$ cat src/rtl/gc_write_dispatch.sv
// Write dispatcher for the 8-bank gain-cell array: buffers bank-tagged write
// requests in order and pulses each bank's write enable once its recovery window has passed.
module gc_write_dispatch #(
    parameter int DATA_W     = 64,
    parameter int NUM_BANKS  = 8,
    parameter int FIFO_DEPTH = 4,
    parameter int WR_CYCLES  = 3
) (
    input  logic                                clk,
    input  logic                                rst,
    input  logic                                req_valid,
    output logic                                req_ready,
    input  logic [2:0]                          req_bank,
    input  logic [DATA_W-1:0]                   req_data,
    output logic [NUM_BANKS-1:0]                bank_we,
    output logic [NUM_BANKS-1:0][DATA_W-1:0]    bank_wdata,
    output logic [NUM_BANKS-1:0]                bank_busy,
    output logic [$clog2(FIFO_DEPTH):0]         fifo_count,
    output logic                                idle
);

    localparam int PTR_W  = $clog2(FIFO_DEPTH);
    localparam int CNT_W  = PTR_W + 1;
    localparam int BUSY_W = $clog2(WR_CYCLES + 1);

    logic [2:0]        q_bank [FIFO_DEPTH];
    logic [DATA_W-1:0] q_data [FIFO_DEPTH];
    logic [PTR_W-1:0]  rd_ptr;
    logic [PTR_W-1:0]  wr_ptr;
    logic [BUSY_W-1:0] cnt [NUM_BANKS];

    logic              push;
    logic              pop;
    logic [2:0]        head_bank;
    logic [DATA_W-1:0] head_data;

    always_comb begin
        req_ready = !rst && (fifo_count != CNT_W'(FIFO_DEPTH));
        push      = req_valid && req_ready;
        head_bank = q_bank[rd_ptr];
        head_data = q_data[rd_ptr];
        // Head-of-line blocking: only the oldest entry may ever issue.
        pop       = (fifo_count != '0) && !bank_busy[head_bank];
    end

    always_comb begin
        bank_busy = '0;
        for (int unsigned b = 0; b < NUM_BANKS; b++) begin
            bank_busy[b] = (cnt[b] != '0);
        end
    end

    assign idle = (fifo_count == '0) && (bank_busy == '0) && (bank_we == '0);

    always_ff @(posedge clk) begin
        if (push) begin
            q_bank[wr_ptr] <= req_bank;
            q_data[wr_ptr] <= req_data;
        end
    end

    // Pointers wrap naturally because FIFO_DEPTH is a power of two.
    always_ff @(posedge clk) begin
        if (rst) begin
            rd_ptr     <= '0;
            wr_ptr     <= '0;
            fifo_count <= '0;
        end else begin
            if (push) wr_ptr <= wr_ptr + 1'b1;
            if (pop)  rd_ptr <= rd_ptr + 1'b1;
            case ({push, pop})
                2'b10:   fifo_count <= fifo_count + 1'b1;
                2'b01:   fifo_count <= fifo_count - 1'b1;
                default: fifo_count <= fifo_count;
            endcase
        end
    end

    always_ff @(posedge clk) begin
        if (rst) begin
            bank_we    <= '0;
            bank_wdata <= '0;
        end else begin
            bank_we    <= '0;
            bank_wdata <= '0;
            if (pop) begin
                bank_we[head_bank]    <= 1'b1;
                bank_wdata[head_bank] <= head_data;
            end
        end
    end

    // Loading WR_CYCLES alongside the pulse keeps the bank busy for exactly that many cycles.
    always_ff @(posedge clk) begin
        for (int unsigned b = 0; b < NUM_BANKS; b++) begin
            if (rst) begin
                cnt[b] <= '0;
            end else if (pop && (head_bank == 3'(b))) begin
                cnt[b] <= BUSY_W'(WR_CYCLES);
            end else if (cnt[b] != '0) begin
                cnt[b] <= cnt[b] - 1'b1;
            end
        end
    end

    a_we_onehot: assert property (@(posedge clk) $onehot0(bank_we));

    for (genvar g = 0; g < NUM_BANKS; g++) begin : g_chk
        a_we_not_busy: assert property (@(posedge clk) disable iff (rst)
            bank_we[g] |-> !$past(bank_busy[g]));
    end

endmodule

$ cat config.mk
export PLATFORM = sky130hd
export DESIGN_NAME = gc_write_dispatch
export DESIGN_NICKNAME = d
export VERILOG_FILES = /design/src/rtl/gc_write_dispatch.sv
export SDC_FILE = /design/constraint.sdc
export NUM_CORES = 1
export LEC_CHECK = 0
export CAP_MARGIN = 0
export CORE_AREA = 2 2 235 237
export CTS_CLUSTER_DIAMETER = 200
export DETAILED_ROUTE_END_ITERATION = 12
export DIE_AREA = 0 0 237 239
export PLACE_DENSITY = 0.75
export SLEW_MARGIN = 5
export SYNTH_ARGS = -nofsm -noshare
export SYNTH_HDL_FRONTEND = slang
export SYNTH_SLANG_ARGS = --single-unit
export TNS_END_PERCENT = 5
$ cat constraint.sdc
create_clock -name clk -period 3.8 [get_ports clk]
set_clock_uncertainty 0.15 [all_clocks]
set_input_delay 0.57 -clock clk [delete_from_list [all_inputs] [get_ports clk]]
set_output_delay 0.57 -clock clk [all_outputs]
set_load 0.1 [all_outputs]
==> key figures, run 1 <==
Yosys
  • Asr flop ratio synth: 0%
  • Largest area contributor in the netlist: dfxtp_1
  • Post-synthesis mux area share: 6.09%
  • Mean Syn Cell Area: 13.4 um^2
  • Post-Synth Adder-Cell Area: 0.741%
  • Synth Warn #: 0
  • Post-synth top area share: 43.0%
  • FF+latch count, synth: 813
  • Synth Area in XOR/XNOR: 0.107%
  • Syn nets: 1,917
  • Synth area leaders: dfxtp_1, edfxtp_1, nor2_1
  • Post-synth EDFFs: 284
  • Main synth FF type: dfxtp_1
  • Seq/Total Area, Yosys: 77.6%
  • Cell area after synthesis: 24,600 um^2
  • Post-synthesis compound-gate area fraction: 1.99%
  • Syn Inst Count: 1,833
  • Number of library cell types mapped by synthesis: 43
  • Synth Area in Simple Gates: 10.3%
  • Main combinational cell family by area after synthesis: simple AND/OR/NAND/NOR gates

CTS
  • CTS sink count: 813
  • Htree depth: 3
  • Cts bufs inserted: 78
  • Clk slew on worst S/H paths: 60 ps
  • CTS tree: done
  • Post_cts resized: 0
  • Cts-stage hold buffer count: 0
  • Post-CTS Setup Repair Bufs: 0
  • Longest Clk Path Bufs: 3
  • CTS root buf: clkbuf_16
  • Worst-Skew Late Latency: 610 ps

Floorplanning
  • Die Area: 56,600 um^2
  • DIE WIDTH: 237 um
  • Die Y-Extent: 239 um
  • Row count: 86
  • I/O Pins: 603
  • Core area: 54,300 um^2
  • Starting density of the core: 45.4%

Timing
  • Post-layout min period: 3170 ps
  • Max Transition Viols Final: 0
  • RSZ-0062 raised after global routing: false
  • Fin. Hold Viols: 0
  • Max_slew headroom: 13.5%
  • Final setup fails: 0
  • Period utilisation layout: 83.5%
  • Fmax: 315 MHz
  • PnR worst setup slack: 627 ps
  • Sum Neg Setup Slack: 0 ps
  • WHS: 421 ps
  • Worst slew pin tran: 1280 ps

Worst setup path
  • Required @ worst endpoint: 3080 ps
  • CP Class: flip-flop to output pin
  • Worst Setup SP: cnt[0][6]
  • R2R depth: 10
  • CP endpoint: idle
  • Startpoint Class: flip-flop
  • R2r endpoint: fifo_count[2]
  • Crit. End Element: output pin
  • WP data arrival: 2450 ps
  • Crit-path max FO: 4
  • Reg2Reg Setup Slack: 640 ps

Power
  • Pleak: 12.8 nW
  • Max VDD drop: 0.000423 V
  • Cell Pwr Density: 671 nW/um^2

GRT
  • Initial antenna violation count: 9
  • GRT Total Usage: 22.3%
  • Total gr overflow: 0
  • Vias in the first global route: 16,046
  • Largest net degree at the start of global routing: 63
  • First-pass GRT wire length: 95,100 um

Layout
  • Register area: 19,100 um^2
  • Layout fillers: 3,927
  • Layout Nets: 2,571
  • Area occupied by multi-input gates: 4880 um^2
  • Share of cells above drive strength 1: 11.8%
  • Layout overhead on the synthesized area: 39.4%

Placed design
  • # port buffers: 602
  • Setup WS pre-CTS: 656 ps
  • Dpl hpwl: 43,100 um
  • Routability congestion estimate from global placement: 0.807

Min path
  • Hold Path Class: flip-flop to flip-flop

Flow run
  • # Max-Cap Violations: 0

Route
  • Residual DRC: 0
  • TritonRoute pass-1 iters: 5
  • WL/cell: 20.0 um
  • DR iter-0 viols: 792
  • Vias: 15,849
  • DRT antenna net count: 0
  • WL final: 65,200 um
  • DR vias/cell: 4.86

Outcome
  • Status: complete, no violations
## power breakdown
| part | leakage (nW) | internal [mW] | switching [mW] |
|---|---|---|---|
| clock network | 1.33 | 4.67 | 3.18 |
| registers | 6.87 | 9.48 | 0.146 |
| logic | 4.57 | 1.36 | 4.21 |
## worst min-delay path by stage
stage / start / end / slack [ps] / depth (start not counted)
floorplan: rd_ptr[0] / flip-flop / 350 / 1
global placement: rd_ptr[0] / rd_ptr[0] / 370 / 1
detailed placement: rd_ptr[0] / rd_ptr[0] / 390 / 1
CTS: req_data[33] / q_data[1][33] / 390 / 1
global route: req_data[40] / q_data[2][40] / 420 / 1
finish: wr_ptr[1] / wr_ptr[1] / 420 / 2
## final cells by class
cell class                      count  share of cell area, %
Sequential cell                   813                   55.7
Multi-Input combinational cell    888                   14.2
Clock inverter                     27                  0.681
Inverter                           40                  0.437
Clock buffer                      115                   7.09
Tap cell                          704                   2.56
Antenna cell                        8                 0.0583
Timing Repair Buffer              666                   19.3
## worst max-delay path, stage by stage, from the launching register on
cell and delay, ps:
edfxtp_1 370, inv_1 80, ha_1 220, inv_1 150, or4_1 550, nor3_2 160, buf_4 310
## layer usage
layer  GRT usage [%]  wire (um)  vias up  part of all wire (%)
li1                -          -     7395                     -
met1            25.2      24400     7688                    37
met2            39.6      33700      612                    52
met3            5.03       4430      152                   6.8
met4            11.6       2650        2                   4.1
met5               0         13        -                 0.020
## cell usage after synthesis, types with 2 or more instances
cell type	count
mux2_2	64
inv_1	34
nand3_1	15
clkbuf_1	18
o21ai_0	62
nor2b_1	3
edfxtp_1	284
xor2_1	2
o21a_1	2
nand2_1	72
nor4_1	2
dfxtp_1	529
mux4_2	3
and2_1	2
nor3_1	3
a21oi_1	16
mux2i_1	69
inv_2	6
or2_2	7
buf_4	13
buf_1	8
nand3b_1	9
o21ai_1	3
and3_1	4
buf_2	25
or4_1	2
nor2_1	519
ha_1	13
buf_6	28
o31ai_1	3
## cells by family (layout without fill, tap and decap cells)
kind of cell	after synthesis	after routing
muxes	137	137
adders and majority gates	14	14
other	0	8
DFF	813	813
and+or+nand+nor	643	643
AOI/OAI and AO/OA	91	91
buffers and inverters	132	848
xor gates and xnor gates	3	3
## metrics by stage
stage	power [mW]	area, um^2	util (%)	cells
floorplan	13.5	24700	-	1833
global placement	15.2	31700	58.3	3111
detailed placement	15.4	31700	58.3	3111
CTS	23.2	34300	63.2	3253
global route	23.9	34400	63.2	3261
finish	23.0	34400	63.2	3261
## flip-flops by register name, indices dropped and copies added, names as in the netlist, named ones only
| name | cells |
|---|---|
| bank_wdata | 512 |
| wr_ptr | 2 |
| q_data | 256 |
| q_bank | 12 |
| fifo_count | 3 |
| rd_ptr | 2 |
| cnt | 16 |
| bank_we | 8 |
## cells in the final DEF (no fill, tap or decap), drive strengths merged, types with 3 or more instances in the layout
cell and count:
clkdlybuf4s50 592, dfxtp 529, nor2 519, edfxtp 284
clkbuf 115, buf 74, nand2 72, mux2i 70
o21ai 65, mux2 64, inv 45, clkinv 19
a21oi 16, nand3 16, ha 13, nand3b 9
diode 8, or2 7, and3 4, mux4 3
nor2b 3, o31ai 3, bufinv 3, nor3 3
Note: power is estimated with default switching activity, not from simulation.
==> run 2, diff against run 1 <==
clock period = 3 ns   (was 3.8 ns; I/O delays follow)
==> key figures, run 2 (synthesis results as in run 1) <==
Layout
  • Layout fillers: 4,104
  • Layout Nets: 2,608
  • Layout overhead on the synthesized area: 36.2%
  • Non-Filler Instances: 3,299
  • Most frequent cells in the layout: buf_4, dfxtp_1, nor2_1, edfxtp_1, clkbuf_16
  • Commonest non-fill, non-tap cell in the layout: buf_4
  • Finished Cell Area: 33,600 um^2
  • Top Registers: bank_wdata (512), q_data (256), cnt (16)
  • Largest reg by FF count: bank_wdata
  • Share of cells above drive strength 1: 34.3%
  • Core Util, Final: 61.8%
  • Max FFs per register: 512

Worst setup path
  • WP buf/inv: 1
  • WP data arrival: 3370 ps
  • CP max stage cell: mux4_2
  • Startpoint Class: flip-flop
  • CP most frequent cell: mux2i_1
  • R2R depth: 10
  • Worst path depth: 10
  • Crit. End Element: flip-flop
  • CP top delay family: multiplexers
  • R2r endpoint: fifo_count[2]
  • Required @ worst endpoint: 3380 ps
  • Reg2Reg Setup Slack: 8 ps
  • Peak per-stage delay on the critical path: 620 ps
  • CP Class: flip-flop to flip-flop
  • CP endpoint: fifo_count[2]
  • Crit-path max FO: 8
  • CP Cell Sequence: mux4_2 > mux2i_1 > mux2i_1 > a22o_1 > ha_2 > inv_1 > fa_2 > xor2_1 > or3_1 > a21oi_2

CTS
  • CTS sink count: 813
  • CTS tree: done
  • Worst-Skew Late Latency: 610 ps
  • CTS root buf: clkbuf_16
  • Cts-stage hold buffer count: 0
  • Longest Clk Path Bufs: 3
  • Htree depth: 3
  • Cts bufs inserted: 79
  • Clk slew on worst S/H paths: 60 ps

Route
  • Vias: 16,026
  • DR iter-0 viols: 847
  • DRT antenna net count: 0
  • Residual DRC: 0
  • WL/cell: 19.4 um
  • TritonRoute pass-1 iters: 5
  • WL final: 63,900 um
  • DR vias/cell: 4.86

Floorplanning
  • Row count: 86
  • I/O Pins: 603
  • Core area: 54,300 um^2
  • Starting density of the core: 45.4%
  • DIE WIDTH: 237 um
  • Die Y-Extent: 239 um
  • Die Area: 56,600 um^2

Power
  • Pleak: 14.1 nW
  • Cell Pwr Density: 881 nW/um^2
  • Max VDD drop: 0.000636 V

GRT
  • Largest net degree at the start of global routing: 67
  • Vias in the first global route: 16,167
  • Total gr overflow: 0
  • First-pass GRT wire length: 93,600 um
  • Met3 global-route usage: 5.58%
  • M1 GR Usage: 25.1%
  • Met2 Usage GRT: 37.8%
  • GRT Total Usage: 21.8%
  • Most crowded layer after global routing: met2
  • Initial antenna violation count: 6

Timing
  • Fmax: 334 MHz
  • Post-layout min period: 2990 ps
  • Max_slew headroom: 16.5%
  • Max Transition Viols Final: 0
  • Fin. Hold Viols: 0
  • Period utilisation layout: 99.7%
  • RSZ-0062 raised after global routing: true
  • Sum Neg Setup Slack: 0 ps
  • Final setup fails: 0
  • Worst slew pin tran: 1250 ps

Flow run
  • # Max-Cap Violations: 0

Placed design
  • Dpl cells: 3,141
  • Dpl hpwl: 41,000 um
  • Routability congestion estimate from global placement: 0.817
  • Placed cell areas: 30,800 um^2
  • # port buffers: 602

Min path
  • Min-delay src: req_data[46]
  • Hold Path Class: primary input to flip-flop

Outcome
  • Status: complete, no violations
## run 2: final cells by class
class                      instances  area, um^2  share of cell area [%]
multi-input combinational        888        4980                    14.9
timing repair buffer             702        5730                    17.1
inverter                          40         158                   0.470
tap                              704         881                    2.62
clock buffer                     113        2440                    7.26
antenna                            6        15.0                  0.0447
clock inverter                    33         231                   0.690
sequential                       813       19100                    57.0
## run 2: worst min-delay path by stage
stage	end	slack (ps)	depth (start not counted)
finish	q_data[2][46]	320	1
global route	q_data[3][12]	300	1
CTS	q_data[0][58]	270	1
detailed placement	fifo_count[0]	360	2
global placement	fifo_count[0]	360	2
floorplan	flip-flop	350	1
## run 2: per-stage QoR
| stage | power [mW] | worst slack [ps] | hold slack [ps] |
|---|---|---|---|
| after floorplan | 17.2 | -51.8 | 350 |
| after global placement | 19.6 | 56.2 | 359 |
| after detailed placement | 19.8 | -57.5 | 361 |
| after CTS | 29.7 | -11.5 | 275 |
| after global routing | 30.7 | -121 | 303 |
| final | 29.6 | 8.27 | 316 |
## run 2: power breakdown
group | switching [mW] | leakage [nW] | internal [mW]
sequential | 0.183 | 6.87 | 12.0
clock | 4.13 | 1.34 | 5.80
combinational | 5.43 | 5.87 | 2.03
total | 9.74 | 14.1 | 19.8
## run 2: metal layers
metal | wire, um | share of wire [%]
met1 | 24500 | 38
met2 | 32800 | 51
met3 | 4410 | 6.9
met4 | 2200 | 3.4
met5 | 0 | 0
## run 2: worst register-to-register path, stage by stage, from the launching register on
cell and delay (ps):
dfxtp_4 350, mux4_2 620, mux2i_1 180, mux2i_1 200, a22o_1 220, ha_2 190, inv_1 60, fa_2 330
xor2_1 150, or3_1 350, a21oi_2 130
## run 2: timing repair
action / in CTS / in global routing
pin swaps: 2 / 6
endpoints found under the setup margin: 2 / 54
buffers inserted: 2 / 4
resized for setup: 2 / 12
==> run 3, diff against run 2 <==
ABC_AREA = 0   (was default)
==> results of run 3 <==
Same layout as run 2: the final DEF is identical, and so are final timing and power.
==> patch 1, RTL diff (settings of run 2) <==
The parameter `NUM_BANKS` goes from 8 to 4.
--- a/src/rtl/gc_write_dispatch.sv
+++ b/src/rtl/gc_write_dispatch.sv
@@ -2,7 +2,7 @@
 // requests in order and pulses each bank's write enable once its recovery window has passed.
 module gc_write_dispatch #(
     parameter int DATA_W     = 64,
-    parameter int NUM_BANKS  = 8,
+    parameter int NUM_BANKS  = 4,
     parameter int FIFO_DEPTH = 4,
     parameter int WR_CYCLES  = 3
 ) (
Ports: changed (resized bank_busy, bank_wdata and bank_we); port bits go from 603 to 339. No check against the original RTL was run, so the function may have changed too.
==> patch 1 against run 2 <==
Sequential power fell by 32%. Routed wire length fell by 40%. Sequential cell count down 268. Critical path type unchanged. Die area unchanged. Fmax rose by 6.9%. Critical endpoint unchanged. Synthesized area is 28% lower. Setup slack gained 0.19 ns. Design area is 31% lower. Critical path depth shrank 1. Count of clock-buffer cells in the layout fell by 32. Power shrank 38%.
==> patch 1: results (changes against run 2) <==
* Result of the run: finished, final reports clean
* P_leak at 8.815 nW (-37%)
* Met2 routed WL at 19.84 mm (-39%)
* Maximum fanout along the worst path at 5 (-3)
* # H-tree levels at 2 (-1)
* Relative area of non-clock buffer cells in the final design at 12.90% (-4.2 points)
* Non-clock buffers at 361 (-49%)
* Largest net degree at the start of global routing at 65 (-3.0%)
* Multiplexer fraction of the synthesized cell area at 8.658% (+2.6 points)
* Clock network power consumption at 6.89 mW (-31%)
* Initial antenna violation count at 5 (-1)
* Number of distinct library cell variants in the gate-level netlist after synthesis at 40 (-7.0%)
* Met3 global-route usage at 3.637% (-1.9 points)
* Post-DP Area at 21350 um^2 (-31%)
* Net count after synthesis at 1091 (-43%)
* Vias after detailed routing at 9336 (-42%)
* Complex-gate fraction of the synthesized area at 0.5101% (-1.5 points)
* CTS resizes at 0 (-2)
* Met2 routing resource usage after global routing at 23.85% (-14 points)
* Comb_multi_in at 402 (-55%)
* DR iter-0 viols at 383 (-55%)
* Hold Crit Start: req_data[30]
* Postcts setup bufs at 0 (-2)
* Final Wtd Congestion at 0.7498 (-8.3%)
* Layout net count at 1465 (-44%)
* Top cells by area in the synthesized netlist: sky130_fd_sc_hd__edfxtp_1 (47%), sky130_fd_sc_hd__dfxtp_1 (30%), sky130_fd_sc_hd__mux4_2 (8.5%)
* XOR/XNOR share of the synthesized area at 0.1984% (+0.092 points)
* R2r worst-path depth at 9 (-1)
* GRT Resource Usage Total at 13.45% (-8.3 points)
* Number of non-clock inverters at 20 (-50%)
* Critical path's largest stage delay at 0.59 ns (-0.03 ns)
* Synthesized instance count at 1011 (-45%)
* Max layer used: met5
==> patch 1: changes by cell type in the layout (fill, tap and decap cells not counted), sizes merged, moves of 68 or more <==
cell and change:
and2 +192, dfxtp -260, buf -341, mux2i -68
nor2 -506
==> patch 1: stage by stage <==
step | hold slack (ns) | power, mW
final | 0.3297 | 18.43
after global routing | 0.3068 | 19.14
after global placement | 0.3471 | 11.65
after CTS | 0.2881 | 18.65
after floorplan | 0.3563 | 10.83
after detailed placement | 0.3616 | 11.73
==> patch 1: worst paths after layout <==
check,end,slack [ns]
max,fifo_count[2]$_SDFFE_PP0P_,0.20
min,q_data[2][30]$_DFFE_PP_,0.33
max reg2reg,fifo_count[2]$_SDFFE_PP0P_,0.20
min reg2reg,fifo_count[1]$_SDFFE_PP0P_,0.38
==> patch 1: kinds of logic after synthesis <==
group,Yosys count
adder cells (fa/ha/maj),10
AND/OR/NAND/NOR,304
flip-flops,545
AO/OA/AOI/OAI,15
XOR/XNOR,4
multiplexers,69
buffers and inverters,64
==> patch 2, RTL diff (settings of run 2) <==
Made on the original files. Register the output `fifo_count` once more, cleared by the reset; this adds one clock of latency there. The other outputs are not delayed to match.
--- a/src/rtl/gc_write_dispatch.sv
+++ b/src/rtl/gc_write_dispatch.sv
@@ -23,6 +23,8 @@
     localparam int CNT_W  = PTR_W + 1;
     localparam int BUSY_W = $clog2(WR_CYCLES + 1);
 
+    logic [$clog2(FIFO_DEPTH):0] fifo_count_s0;
+
     logic [2:0]        q_bank [FIFO_DEPTH];
     logic [DATA_W-1:0] q_data [FIFO_DEPTH];
     logic [PTR_W-1:0]  rd_ptr;
@@ -35,12 +37,12 @@
     logic [DATA_W-1:0] head_data;
 
     always_comb begin
-        req_ready = !rst && (fifo_count != CNT_W'(FIFO_DEPTH));
+        req_ready = !rst && (fifo_count_s0 != CNT_W'(FIFO_DEPTH));
         push      = req_valid && req_ready;
         head_bank = q_bank[rd_ptr];
         head_data = q_data[rd_ptr];
         // Head-of-line blocking: only the oldest entry may ever issue.
-        pop       = (fifo_count != '0) && !bank_busy[head_bank];
+        pop       = (fifo_count_s0 != '0) && !bank_busy[head_bank];
     end
 
     always_comb begin
@@ -50,7 +52,7 @@
         end
     end
 
-    assign idle = (fifo_count == '0) && (bank_busy == '0) && (bank_we == '0);
+    assign idle = (fifo_count_s0 == '0) && (bank_busy == '0) && (bank_we == '0);
 
     always_ff @(posedge clk) begin
         if (push) begin
@@ -64,14 +66,14 @@
         if (rst) begin
             rd_ptr     <= '0;
             wr_ptr     <= '0;
-            fifo_count <= '0;
+            fifo_count_s0 <= '0;
         end else begin
             if (push) wr_ptr <= wr_ptr + 1'b1;
             if (pop)  rd_ptr <= rd_ptr + 1'b1;
             case ({push, pop})
-                2'b10:   fifo_count <= fifo_count + 1'b1;
-                2'b01:   fifo_count <= fifo_count - 1'b1;
-                default: fifo_count <= fifo_count;
+                2'b10:   fifo_count_s0 <= fifo_count_s0 + 1'b1;
+                2'b01:   fifo_count_s0 <= fifo_count_s0 - 1'b1;
+                default: fifo_count_s0 <= fifo_count_s0;
             endcase
         end
     end
@@ -110,5 +112,13 @@
             bank_we[g] |-> !$past(bank_busy[g]));
     end
 
+    always_ff @(posedge clk) begin
+        if (rst) begin
+            fifo_count <= '0;
+        end else begin
+            fifo_count <= fifo_count_s0;
+        end
+    end
+
 endmodule
 
Check against the original RTL: not equivalent (Yosys sat finds a counterexample within 4 cycles, from zero or initial values and one cycle with rst high).
==> patch 2 against run 2 <==
The run now ends with negative setup slack left. Non-clock buffer count is 19 higher. Synthesized cell count is 0.33% higher. Power increased by 0.45%. Die area unchanged. Routed wire length shrank 0.62%. Clock power rose by 0.7%. Synthesized area increased by 0.30%. Sequential cell count up 3. Design area rose by 0.40%. Setup slack worse by 0.067 ns.
==> patch 2: results (changes against run 2) <==
* Via count of the first global-routing pass at 16140 (-0.17%)
* Slew at the pin closest to its max-slew limit at 0.8749 ns (-0.3748 ns)
* Commonest cells post-synth: sky130_fd_sc_hd__dfxtp_1 (532), sky130_fd_sc_hd__nor2_1 (521), sky130_fd_sc_hd__edfxtp_1 (284), sky130_fd_sc_hd__nand2_1 (72), sky130_fd_sc_hd__mux2i_1 (69)
* WHS at 0.3158 ns (-0.0006270 ns)
* WL met3 at 4.107 mm (-6.8%)
* Post-synthesis adder-cell area fraction at 0.7389% (-0.0022 points)
* P_leak at 14.20 nW (+0.82%)
* Worst IR Drop VDD at 0.0005275 V (-17%)
* Worst flop-to-flop path endpoint: fifo_count_s0[2]$_SDFFE_PP0P_
* Setup Viol. Count Final at 1 (+1)
* Post-Route M1 WL at 25.12 mm (+2.5%)
* Violations in the final reports: negative setup slack
* First-pass GRT wire length at 93.58 mm (about the same)
* Smallest setup slack after layout at -0.05910 ns (-0.06736 ns)
* Complex-gate fraction of the synthesized area at 1.984% (-0.0059 points)
* Initial antenna violation count at 5 (-1)
* Layout net count at 2633 (+0.96%)
* Share of layout cells above drive strength 1 at 33.92% (-0.34 points)
* Destination of the worst hold path: q_data[0][62]$_DFFE_PP_
* Post-DP Area at 30820 um^2 (+0.17%)
* XOR/XNOR share of the synthesized area at 0.1063% (-0.00032 points)
* Final Wtd Congestion at 0.8204 (+0.37%)
* DP Wirelength at 41.01 mm (about the same)
* Result of the run: finished, violations left
* Net count after synthesis at 1923 (+0.31%)
* Fill cell count at 4023 (-2.0%)
* DR iter-0 viols at 865 (+2.1%)
* Final wirelength at 63.49 mm (-0.62%)
* Maximum fanout along the worst path at 5 (-3)
* Hold Crit Start: req_data[62]
* DR WL/cell at 19.10 um (-1.4%)
* Top cells by area in the synthesized netlist: sky130_fd_sc_hd__dfxtp_1 (43%), sky130_fd_sc_hd__edfxtp_1 (34%), sky130_fd_sc_hd__nor2_1 (7.9%)
* Switching fraction of total power at 33.01% (+0.074 points)
patch 2: changes by cell type after synthesis:
cell / delta
sky130_fd_sc_hd__o21ai_0: +1
sky130_fd_sc_hd__dfxtp_1: +3
sky130_fd_sc_hd__clkbuf_1: -1
sky130_fd_sc_hd__nor2b_1: +1
sky130_fd_sc_hd__nor2_1: +2
sky130_fd_sc_hd__buf_1: +1
sky130_fd_sc_hd__o21ai_1: -1
patch 2: cell type report:
cell class	count	area, um^2	area share, %
Clock inverter	32	314.1	0.9319
Timing Repair Buffer	721	5841	17.33
Inverter	40	150.1	0.4455
Tap cell	704	880.8	2.614
Multi-Input combinational cell	891	4922	14.61
Sequential cell	816	19190	56.93
Clock buffer	115	2394	7.103
Antenna cell	5	12.51	0.03713
patch 2: power by group through the flow:
stage / logic, mW / registers (mW) / clock network (mW)
2_1_floorplan: 2.91 / 14.2 / 0
3_3_place_gp: 7.10 / 12.5 / 0
3_5_place_dp: 7.23 / 12.5 / 0
4_1_cts: 7.39 / 12.2 / 10.1
5_1_grt: 7.90 / 12.3 / 10.6
6_report: 7.49 / 12.2 / 9.99
patch 2: timing repair:
action | 4_1_cts | 5_1_grt
resized for setup | 6 | 10
buffers inserted | 6 | 8
endpoints found under the setup margin | 2 | 174
pin swaps | 5 | 6
patch 2: kinds of logic (layout without fill, tap and decap cells):
logic type	Yosys count	after routing
muxes	137	137
other	0	5
adders and majority gates	14	14
buffers and inverters	132	908
and+or+nand+nor	646	646
AOI/OAI and AO/OA	91	91
xor gates and xnor gates	3	3
DFF	816	816
patch 2: routing by layer:
layer  track usage, %  up-vias
met5                0        -
met4            8.861        0
met3            4.688      100
met2            37.96      543
met1            25.56     7800
li1                 -     7505
